### src/rtl/vga_timing_gen_if.sv
// ---------------------------------------------------------------------------
// vga_timing_gen_if
// Purpose : groups the pixel-rate strobe and all raster timing outputs of
//           vga_timing_gen into one bundle.
// Modports:
//   master - the timing generator: takes pixel_en, drives everything else
//   slave  - the consumer (pixel pipeline / pads): drives pixel_en, reads
//            counters, syncs, draw, line/frame markers and frame_count
// Signals :
//   pixel_en       pixel-rate strobe, counters advance only when high
//   h_count        current column (CNT_W bits)
//   v_count        current line   (CNT_W bits)
//   h_sync_signal  horizontal sync at its configured polarity
//   v_sync_signal  vertical sync at its configured polarity
//   draw           visible-area flag
//   line_start     high at column 0
//   frame_start    high at column 0 of line 0
//   frame_count    completed-frame counter (16 bits)
// ---------------------------------------------------------------------------
`timescale 1ns/1ps
interface vga_timing_gen_if #(
    parameter int CNT_W = 11
);
    logic             pixel_en;
    logic [CNT_W-1:0] h_count;
    logic [CNT_W-1:0] v_count;
    logic             h_sync_signal;
    logic             v_sync_signal;
    logic             draw;
    logic             line_start;
    logic             frame_start;
    logic [15:0]      frame_count;

    modport master (
        input  pixel_en,
        output h_count, v_count, h_sync_signal, v_sync_signal,
        output draw, line_start, frame_start, frame_count
    );

    modport slave (
        output pixel_en,
        input  h_count, v_count, h_sync_signal, v_sync_signal,
        input  draw, line_start, frame_start, frame_count
    );
endinterface

### src/rtl/vga_timing_gen.sv
// ---------------------------------------------------------------------------
// vga_timing_gen
// Purpose : parametrised VGA raster timing generator (default 640x480@60,
//           800x525 total). Line and frame order: active, front porch,
//           sync, back porch. The raster advances only on pixel_en strobes.
// Ports   :
//   pixelClock  system clock
//   reset       asynchronous, active-high reset (restarts at column 0, line 0)
//   vga         vga_timing_gen_if.master: pixel_en in; h_count, v_count,
//               h_sync_signal, v_sync_signal, draw, line_start, frame_start,
//               frame_count out
// Options :
//   VGA_FRAME_COUNT_EN - when defined, frame_count counts completed frames
//                        (wrapping at 16'hFFFF); when undefined frame_count
//                        is tied to zero and no counter register exists.
// All outputs are registered and decoded from the next counter values, so
// they line up with h_count/v_count in the same cycle.
// ---------------------------------------------------------------------------
`timescale 1ns/1ps
module vga_timing_gen #(
    parameter int H_ACTIVE   = 640,
    parameter int H_FRONT    = 16,
    parameter int H_SYNC     = 96,
    parameter int H_BACK     = 48,
    parameter int V_ACTIVE   = 480,
    parameter int V_FRONT    = 10,
    parameter int V_SYNC     = 2,
    parameter int V_BACK     = 33,
    parameter bit H_SYNC_POL = 1'b0,
    parameter bit V_SYNC_POL = 1'b0,
    parameter int CNT_W      = 11
) (
    input  logic                pixelClock,
    input  logic                reset,
    vga_timing_gen_if.master    vga
);

    localparam int H_TOTAL = H_ACTIVE + H_FRONT + H_SYNC + H_BACK;
    localparam int V_TOTAL = V_ACTIVE + V_FRONT + V_SYNC + V_BACK;

    localparam logic [CNT_W-1:0] ZERO_C     = {CNT_W{1'b0}};
    localparam logic [CNT_W-1:0] ONE_C      = CNT_W'(1);
    localparam logic [CNT_W-1:0] H_LAST_C   = CNT_W'(H_TOTAL - 1);
    localparam logic [CNT_W-1:0] V_LAST_C   = CNT_W'(V_TOTAL - 1);
    localparam logic [CNT_W-1:0] H_ACT_C    = CNT_W'(H_ACTIVE);
    localparam logic [CNT_W-1:0] V_ACT_C    = CNT_W'(V_ACTIVE);
    localparam logic [CNT_W-1:0] HS_START_C = CNT_W'(H_ACTIVE + H_FRONT);
    localparam logic [CNT_W-1:0] HS_END_C   = CNT_W'(H_ACTIVE + H_FRONT + H_SYNC);
    localparam logic [CNT_W-1:0] VS_START_C = CNT_W'(V_ACTIVE + V_FRONT);
    localparam logic [CNT_W-1:0] VS_END_C   = CNT_W'(V_ACTIVE + V_FRONT + V_SYNC);

    logic [CNT_W-1:0] h_count_d, h_count_q;
    logic [CNT_W-1:0] v_count_d, v_count_q;
    logic             h_sync_d, h_sync_q;
    logic             v_sync_d, v_sync_q;
    logic             draw_d, draw_q;
    logic             line_start_d, line_start_q;
    logic             frame_start_d, frame_start_q;

    // Next raster position: step on a strobe, wrap the column and then the line.
    always_comb begin
        h_count_d = h_count_q;
        v_count_d = v_count_q;
        if (vga.pixel_en) begin
            if (h_count_q == H_LAST_C) begin
                h_count_d = ZERO_C;
                if (v_count_q == V_LAST_C) begin
                    v_count_d = ZERO_C;
                end else begin
                    v_count_d = v_count_q + ONE_C;
                end
            end else begin
                h_count_d = h_count_q + ONE_C;
            end
        end else begin
            h_count_d = h_count_q;
            v_count_d = v_count_q;
        end
    end

    // Decode markers from the next position so the registered copies line up
    // with the registered counters; with pixel_en low they simply hold.
    always_comb begin
        draw_d        = (h_count_d < H_ACT_C) && (v_count_d < V_ACT_C);
        line_start_d  = (h_count_d == ZERO_C);
        frame_start_d = (h_count_d == ZERO_C) && (v_count_d == ZERO_C);
        h_sync_d      = ((h_count_d >= HS_START_C) && (h_count_d < HS_END_C))
                        ? H_SYNC_POL : ~H_SYNC_POL;
        v_sync_d      = ((v_count_d >= VS_START_C) && (v_count_d < VS_END_C))
                        ? V_SYNC_POL : ~V_SYNC_POL;
    end

    // Raster state and output registers; reset lands on the first visible pixel.
    always_ff @(posedge pixelClock or posedge reset) begin
        if (reset) begin
            h_count_q     <= ZERO_C;
            v_count_q     <= ZERO_C;
            h_sync_q      <= ~H_SYNC_POL;
            v_sync_q      <= ~V_SYNC_POL;
            draw_q        <= 1'b1;
            line_start_q  <= 1'b1;
            frame_start_q <= 1'b1;
        end else begin
            h_count_q     <= h_count_d;
            v_count_q     <= v_count_d;
            h_sync_q      <= h_sync_d;
            v_sync_q      <= v_sync_d;
            draw_q        <= draw_d;
            line_start_q  <= line_start_d;
            frame_start_q <= frame_start_d;
        end
    end

    assign vga.h_count       = h_count_q;
    assign vga.v_count       = v_count_q;
    assign vga.h_sync_signal = h_sync_q;
    assign vga.v_sync_signal = v_sync_q;
    assign vga.draw          = draw_q;
    assign vga.line_start    = line_start_q;
    assign vga.frame_start   = frame_start_q;

`ifdef VGA_FRAME_COUNT_EN
    logic [15:0] frame_count_d, frame_count_q;
    logic        frame_wrap_s;

    // Count the strobe that takes the last pixel of the frame back to (0,0).
    always_comb begin
        frame_wrap_s = vga.pixel_en && (h_count_q == H_LAST_C) && (v_count_q == V_LAST_C);
        if (frame_wrap_s) begin
            frame_count_d = frame_count_q + 16'd1;
        end else begin
            frame_count_d = frame_count_q;
        end
    end

    // Completed-frame counter register.
    always_ff @(posedge pixelClock or posedge reset) begin
        if (reset) begin
            frame_count_q <= 16'h0000;
        end else begin
            frame_count_q <= frame_count_d;
        end
    end

    assign vga.frame_count = frame_count_q;
`else
    assign vga.frame_count = 16'h0000;
`endif

endmodule
### src/flat_wrapper.sv
// flat-port wrapper written by rule: the top's interface ports become plain ports
module vga_timing_gen_flat 
#(
    parameter int H_ACTIVE   = 640,
    parameter int H_FRONT    = 16,
    parameter int H_SYNC     = 96,
    parameter int H_BACK     = 48,
    parameter int V_ACTIVE   = 480,
    parameter int V_FRONT    = 10,
    parameter int V_SYNC     = 2,
    parameter int V_BACK     = 33,
    parameter bit H_SYNC_POL = 1'b0,
    parameter bit V_SYNC_POL = 1'b0,
    parameter int CNT_W      = 11
)
  (pixelClock, reset, vga_pixel_en, vga_h_count, vga_v_count, vga_h_sync_signal, vga_v_sync_signal, vga_draw, vga_line_start, vga_frame_start, vga_frame_count);
  vga_timing_gen_if #(.CNT_W(CNT_W)) vga_i ();
  input  logic pixelClock;
  input  logic reset;
  input wire logic [$bits(vga_i.pixel_en)-1:0] vga_pixel_en;
  output wire logic [$bits(vga_i.h_count)-1:0] vga_h_count;
  output wire logic [$bits(vga_i.v_count)-1:0] vga_v_count;
  output wire logic [$bits(vga_i.h_sync_signal)-1:0] vga_h_sync_signal;
  output wire logic [$bits(vga_i.v_sync_signal)-1:0] vga_v_sync_signal;
  output wire logic [$bits(vga_i.draw)-1:0] vga_draw;
  output wire logic [$bits(vga_i.line_start)-1:0] vga_line_start;
  output wire logic [$bits(vga_i.frame_start)-1:0] vga_frame_start;
  output wire logic [$bits(vga_i.frame_count)-1:0] vga_frame_count;
  assign vga_i.pixel_en = vga_pixel_en;
  assign vga_h_count = vga_i.h_count;
  assign vga_v_count = vga_i.v_count;
  assign vga_h_sync_signal = vga_i.h_sync_signal;
  assign vga_v_sync_signal = vga_i.v_sync_signal;
  assign vga_draw = vga_i.draw;
  assign vga_line_start = vga_i.line_start;
  assign vga_frame_start = vga_i.frame_start;
  assign vga_frame_count = vga_i.frame_count;
  vga_timing_gen #(.H_ACTIVE(H_ACTIVE), .H_FRONT(H_FRONT), .H_SYNC(H_SYNC), .H_BACK(H_BACK), .V_ACTIVE(V_ACTIVE), .V_FRONT(V_FRONT), .V_SYNC(V_SYNC), .V_BACK(V_BACK), .H_SYNC_POL(H_SYNC_POL), .V_SYNC_POL(V_SYNC_POL), .CNT_W(CNT_W)) u_core (.pixelClock(pixelClock), .reset(reset), .vga(vga_i));
endmodule
### config.mk
export PLATFORM = sky130hd
export DESIGN_NAME = vga_timing_gen_flat
export DESIGN_NICKNAME = d
export VERILOG_FILES = /design/src/rtl/vga_timing_gen_if.sv /design/src/rtl/vga_timing_gen.sv /design/src/flat_wrapper.sv
export SDC_FILE = /design/constraint.sdc
export NUM_CORES = 1
export LEC_CHECK = 0
export ABC_CLOCK_PERIOD_IN_PS = 5850
export BUFFER_PORTS_ARGS = -buffer_cell sky130_fd_sc_hd__buf_2
export CAP_MARGIN = 5
export CORE_MARGIN = 2
export CORE_UTILIZATION = 55
export CTS_CLUSTER_DIAMETER = 30
export CTS_CLUSTER_SIZE = 12
export DETAILED_ROUTE_END_ITERATION = 6
export PLACE_DENSITY = 0.89
export SETUP_SLACK_MARGIN = 0.3
export SKIP_CTS_REPAIR_TIMING = 1
export SLEW_MARGIN = 20
export SYNTH_ARGS = -nofsm -noshare
export SYNTH_HDL_FRONTEND = slang
export SYNTH_SLANG_ARGS = --single-unit
export TNS_END_PERCENT = 100
### constraint.sdc
create_clock -name pixelClock -period 5.85 [get_ports pixelClock]
set_clock_uncertainty 0.1 [all_clocks]
set_input_delay 0.2925 -clock pixelClock [delete_from_list [all_inputs] [get_ports pixelClock]]
set_output_delay 0.2925 -clock pixelClock [all_outputs]
set_load 0.1 [all_outputs]
==> Word-level counts from Yosys, hierarchy flattened <==
Index checks and enable logic that the tools add are counted.
{ "totals": {"ff_bits": 27, "memories": 0, "word_cells": 30, "latchBits": 0, "in_bits": 3, "ram_bits": 0, "romBits": 0, "out_inout_bits": 43} }
{ "op_classes": {"n_addsub": 2, "n_eq_ne": 2, "n_lt_le_gt_ge": 6, "n_div": 0, "n_reduce_logical": 6, "muxes": 7, "mul": 0, "n_bitwise": 0, "shifts": 0} }
{ "ops": {"columns": ["op", "count"], "rows": [
  ["$mux W11", 5],
  ["$add A11 B1 Y11 const B", 2],
  ["$eq A11 B10 Y1 const B", 2],
  ["$logic_not A11 Y1", 2],
  ["$lt A11 B10 Y1 const B", 2],
  ["$lt A11 B9 Y1 const B", 2],
  ["$ge A11 B10 Y1 const B", 1],
  ["$ge A11 B9 Y1 const B", 1],
  ["$logic_and A1 B1 Y1", 4],
  ["$mux W1", 2]
]} }

==> Depth between registers and ports, before layout <==
{ "logic_depth": {"word_depth": 7, "depth_mapped": 10, "ltp_nobuf": 8} }

==> Worst setup path after synthesis <==
No wires, ideal clock.
{ "synth_path": {"path_type": "register to register", "start": "register u_core.h_count_q[0] (netlist: u_core.vga.h_count[0])", "end": "register u_core.frame_start_q (netlist: u_core.vga.frame_start)", "arrival_time_ns": 2.705, "n_path_buf": 1, "stages_incl_launch_ff": 9, "required_time_ns": 5.687, "period_less_slack_ns": 2.869, "path_slack_ns": 2.981, "setup_ns": 0.063, "path_cell_list": "dfrtp_1 ha_1 and4_1 buf_6 nand3_4 or3_1 xor2_1 and4_1 and4b_1"} }
{ "synth_via": {"elab_chain_len": 5, "elab_cells_between_ends": 9, "cone_classes": "add/sub (1); eq/ne (1); mux (4); reduce/logical (3)"} }
{ "synth_rtl": {"columns": ["element", "line_no", "source"], "rows": [
  ["from (decl)", "vga_timing_gen.sv:52", "logic [CNT_W-1:0] h_count_d, h_count_q;"],
  ["from (signal assigned)", "vga_timing_gen.sv:104", "h_count_q <= h_count_d;"],
  ["$add A11 B1 Y11 or $eq A11 B10 Y1 (tied branches)", "vga_timing_gen.sv:73, vga_timing_gen.sv:65", null],
  ["$mux W11", "vga_timing_gen.sv:65", "if (h_count_q == H_LAST_C) begin"],
  ["$mux W11", "vga_timing_gen.sv:64", "if (vga.pixel_en) begin"],
  ["$logic_not A11 Y1", "vga_timing_gen.sv:86", "frame_start_d = (h_count_d == ZERO_C) && (v_count_d == ZERO_C);"],
  ["$logic_and A1 B1 Y1 *", "vga_timing_gen.sv:86", null],
  ["via u_core.frame_start_d", "vga_timing_gen.sv:58", "logic frame_start_d, frame_start_q;"],
  ["to (signal assigned)", "vga_timing_gen.sv:110", "frame_start_q <= frame_start_d;"],
  ["to (decl)", "vga_timing_gen.sv:58", null]
]} }
Mark *: on every way through the listed nets, which the timed path passes. The rest lies on a longest branch.

==> Worst setup path in the final report <==
{ "layout_path": {"start": "register u_core.h_count_q[1] (netlist: u_core.vga.h_count[1])", "end": "register u_core.frame_start_q (netlist: u_core.vga.frame_start)"} }
The elaborated chain is that of the path after synthesis.

==> results.cfg <==
[placed_design]
place_area_um2 = 1861
port_buffers = 29
hpwlAfterDp_um = 2625
dp.cells = 248
dp_slack_ns = 3.222
routabilityCongestion = 0.8279

[routing]
drt-wirelength-per-cell_um = 14.14
wl_met3_um = 146
vias = 1400
drcViolationCount = 0
via_per_inst = 5.534
wl_met1_um = 1679
ant_nets = 0
wl_met2_um = 1681
wl_um = 3577
highest_layer = met4
drt_iter0_markers = 79
drt_first_pass_iters = 4

[logic_synthesis]
ys.flop_type = dfrtp_1
synth_area_leader_cell = dfrtp_1
ys_types = 52
yosysWarnings = 0
avgSynthCellArea_um2 = 9.722
ys_async_sr_fraction = 1.000
synth-seq-cells = 27
syn_inst = 183
syn_area_um2 = 1779
synth_edf_count = 0
yosysSeqAreaShare = 0.3833
synthTopCellsByArea = dfrtp_1 31%, dfstp_2 7.4%, buf_4 7.2%, xor2_1 3.4%, inv_1 2.5%
synth_top_area_frac = 0.3094

[critical_path]
crit_path_max_incr_delay_ns = 0.55
cp_cell_sequence = ha_1 -> and4_1 -> and3_1 -> nand3_1 -> xor2_1 -> and4_1 -> and4b_1
critPathSlowestCell = and3_1
r2r-end = u_core.vga.frame_start$_DFF_PP1_
crit_type = register to register
path_common_cell = and4_1
arrival_ns = 2.87
rrSetupSlack_ns = 3.16
start_kind = register
r2r_cells = 7
crit_fanout = 16
crit_end = u_core.vga.frame_start$_DFF_PP1_
r2r-start = u_core.vga.h_count[1]$_DFF_PP0_
crit_path_start = u_core.vga.h_count[1]$_DFF_PP0_
endpoint_kind = register
required_ns = 6.03

[grt]
grt_first_pass_wirelength_um = 5754
grt_pass1_vias = 1239
antenna_found_initial = 0
grt_usage = 0.2103
grt_max_degree = 28
overflow = 0

[sta]
fin_hold_ws_ns = 0.1869
hold_violations = 0
fin_crit_sh = 0.4596
finalSetupViolations = 0
rsz0062_at_grt = no
fmaxAchievable_mhz = 371.9
max_slew_margin = 0.3949
tightest_slew_ns = 0.9021
min_period_ns = 2.689
drv_slew = 0
finalWorstSetupSlack_ns = 3.161
setup_tns_ns = 0

[floorplanning]
core_um2 = 3053
die_h_um = 60.88
start_util = 0.5828
die_x_um = 60.88
die_area_um2 = 3706
io_pins = 46
row_count = 20

[layout]
areaGrowthSynthToFinish_pct = 6.610
final_common_cell = buf_2
fin_area_um2 = 1897
final_cell_mix = 29 x buf_2, 22 x dfrtp_1, 16 x conb_1
register_area_um2 = 681.9
nets = 216
drive_above_1_share = 0.2344
instances_no_fill = 253
multi_input_area_um2 = 933.4
fillers = 267
n_antenna_cell = 0

[outcome]
outcome = completed

[clock_tree]
clk_path_buf_depth = 2
clock_latency_ns = 0.33
numCtsBuffers = 3
cts_root_buffer = clkbuf_4
cts_tree = yes
clock-sinks = 27
h-tree-depth = 1
clk_pin_slew_ns = 0.14

[worst_hold_path]
hp-class = primary input to register

[pwr]
p_leak_nw = 0.9674
powerDensity_nw_per_um2 = 374.9
ir_drop_mv = 0.3749

[flow_run]
max_cap_viol_count = 0
==> power by group <==
| group | switching, mW | total, mW | internal [mW] | leakage, nW |
|---|---|---|---|---|
| clock | 0.0564 | 0.0832 | 0.0268 | 0.0150 |
| combinational | 0.306 | 0.373 | 0.0675 | 0.603 |
| sequential | 0.0390 | 0.254 | 0.215 | 0.349 |
==> area by class of cell <==
cell class | count | area share
multi-input combinational | 136 | 0.4921
tap | 44 | 0.02902
timing repair buffer | 30 | 0.08179
clock buffer | 4 | 0.01385
inverter | 12 | 0.02375
sequential | 27 | 0.3595
==> flip-flops by register name (all words and copies together) (netlist names) <==
| register | count |
|---|---|
| u_core.vga.h_count | 11 |
| u_core.vga.v_count | 11 |
| u_core.vga.draw | 1 |
| u_core.vga.frame_start | 1 |
| u_core.vga.h_sync_signal | 1 |
| u_core.vga.line_start | 1 |
| u_core.vga.v_sync_signal | 1 |
==> synth_stat cells, drive strengths merged (2+ instances only) <==
master,number
buf,22
dfrtp,22
inv,12
nand2,12
o21ai,11
nand3,9
nor2,9
and3,7
xor2,7
a21oi,6
and4,6
dfstp,5
nor3b,5
xnor2,5
nor4,4
a31oi,3
ha,3
a21o,2
a311oi,2
and4b,2
mux2i,2
nand4,2
nand4b,2
nor2b,2
nor3,2
nor4b,2
o31ai,2
or3,2
==> kinds of logic after synthesis <==
logic type,after synthesis,share of synthesized area
XOR/XNOR,12,0.05907
AO/OA/AOI/OAI,31,0.1111
adder cells (fa/ha/maj),3,0.02110
AND/OR/NAND/NOR,71,0.2820
other,1,0.002108
buffers and inverters,35,0.1238
multiplexers,3,0.01758
flip-flops,27,0.3833
==> layer usage <==
metal,up-vias,global-route usage
met3,4,0.01706
li1,675,-
met1,678,0.3148
met2,43,0.3103
met4,0,0.09627
met5,-,0
==> worst min-delay path by stage <==
stage,cells past startpoint,endpoint,start,slack [ns]
final,3,u_core.vga.h_count[1]$_DFF_PP0_,vga_pixel_en,0.19
after global placement,1,u_core.vga.v_count[10]$_DFF_PP0_,u_core.vga.v_count[10]$_DFF_PP0_,0.44
after CTS,2,u_core.vga.h_count[6]$_DFF_PP0_,reset,0.09
after detailed placement,1,u_core.vga.v_count[10]$_DFF_PP0_,u_core.vga.v_count[10]$_DFF_PP0_,0.44
after floorplan,1,u_core.vga.h_count[0]$_DFF_PP0_,reset,0.24
after global routing,2,u_core.vga.h_count[1]$_DFF_PP0_,vga_pixel_en,0.19
==> worst max-delay path, delay by kind of cell (launching register included) <==
| family | cells | cell delay [ns] |
|---|---|---|
| AND/OR/NAND/NOR | 5 | 1.50 |
| flip-flops | 1 | 0.47 |
| XOR/XNOR | 1 | 0.36 |
| adder cells (fa/ha/maj) | 1 | 0.21 |
==> through the flow <==
stage	total power [mW]	util
detailed placement	0.6300	0.6094
CTS	0.7119	0.6180
global route	0.7430	0.6213
global placement	0.6249	0.6094
floorplan	0.5872	-
finish	0.7111	0.6213
Note: power is estimated with default switching activity, not from simulation.
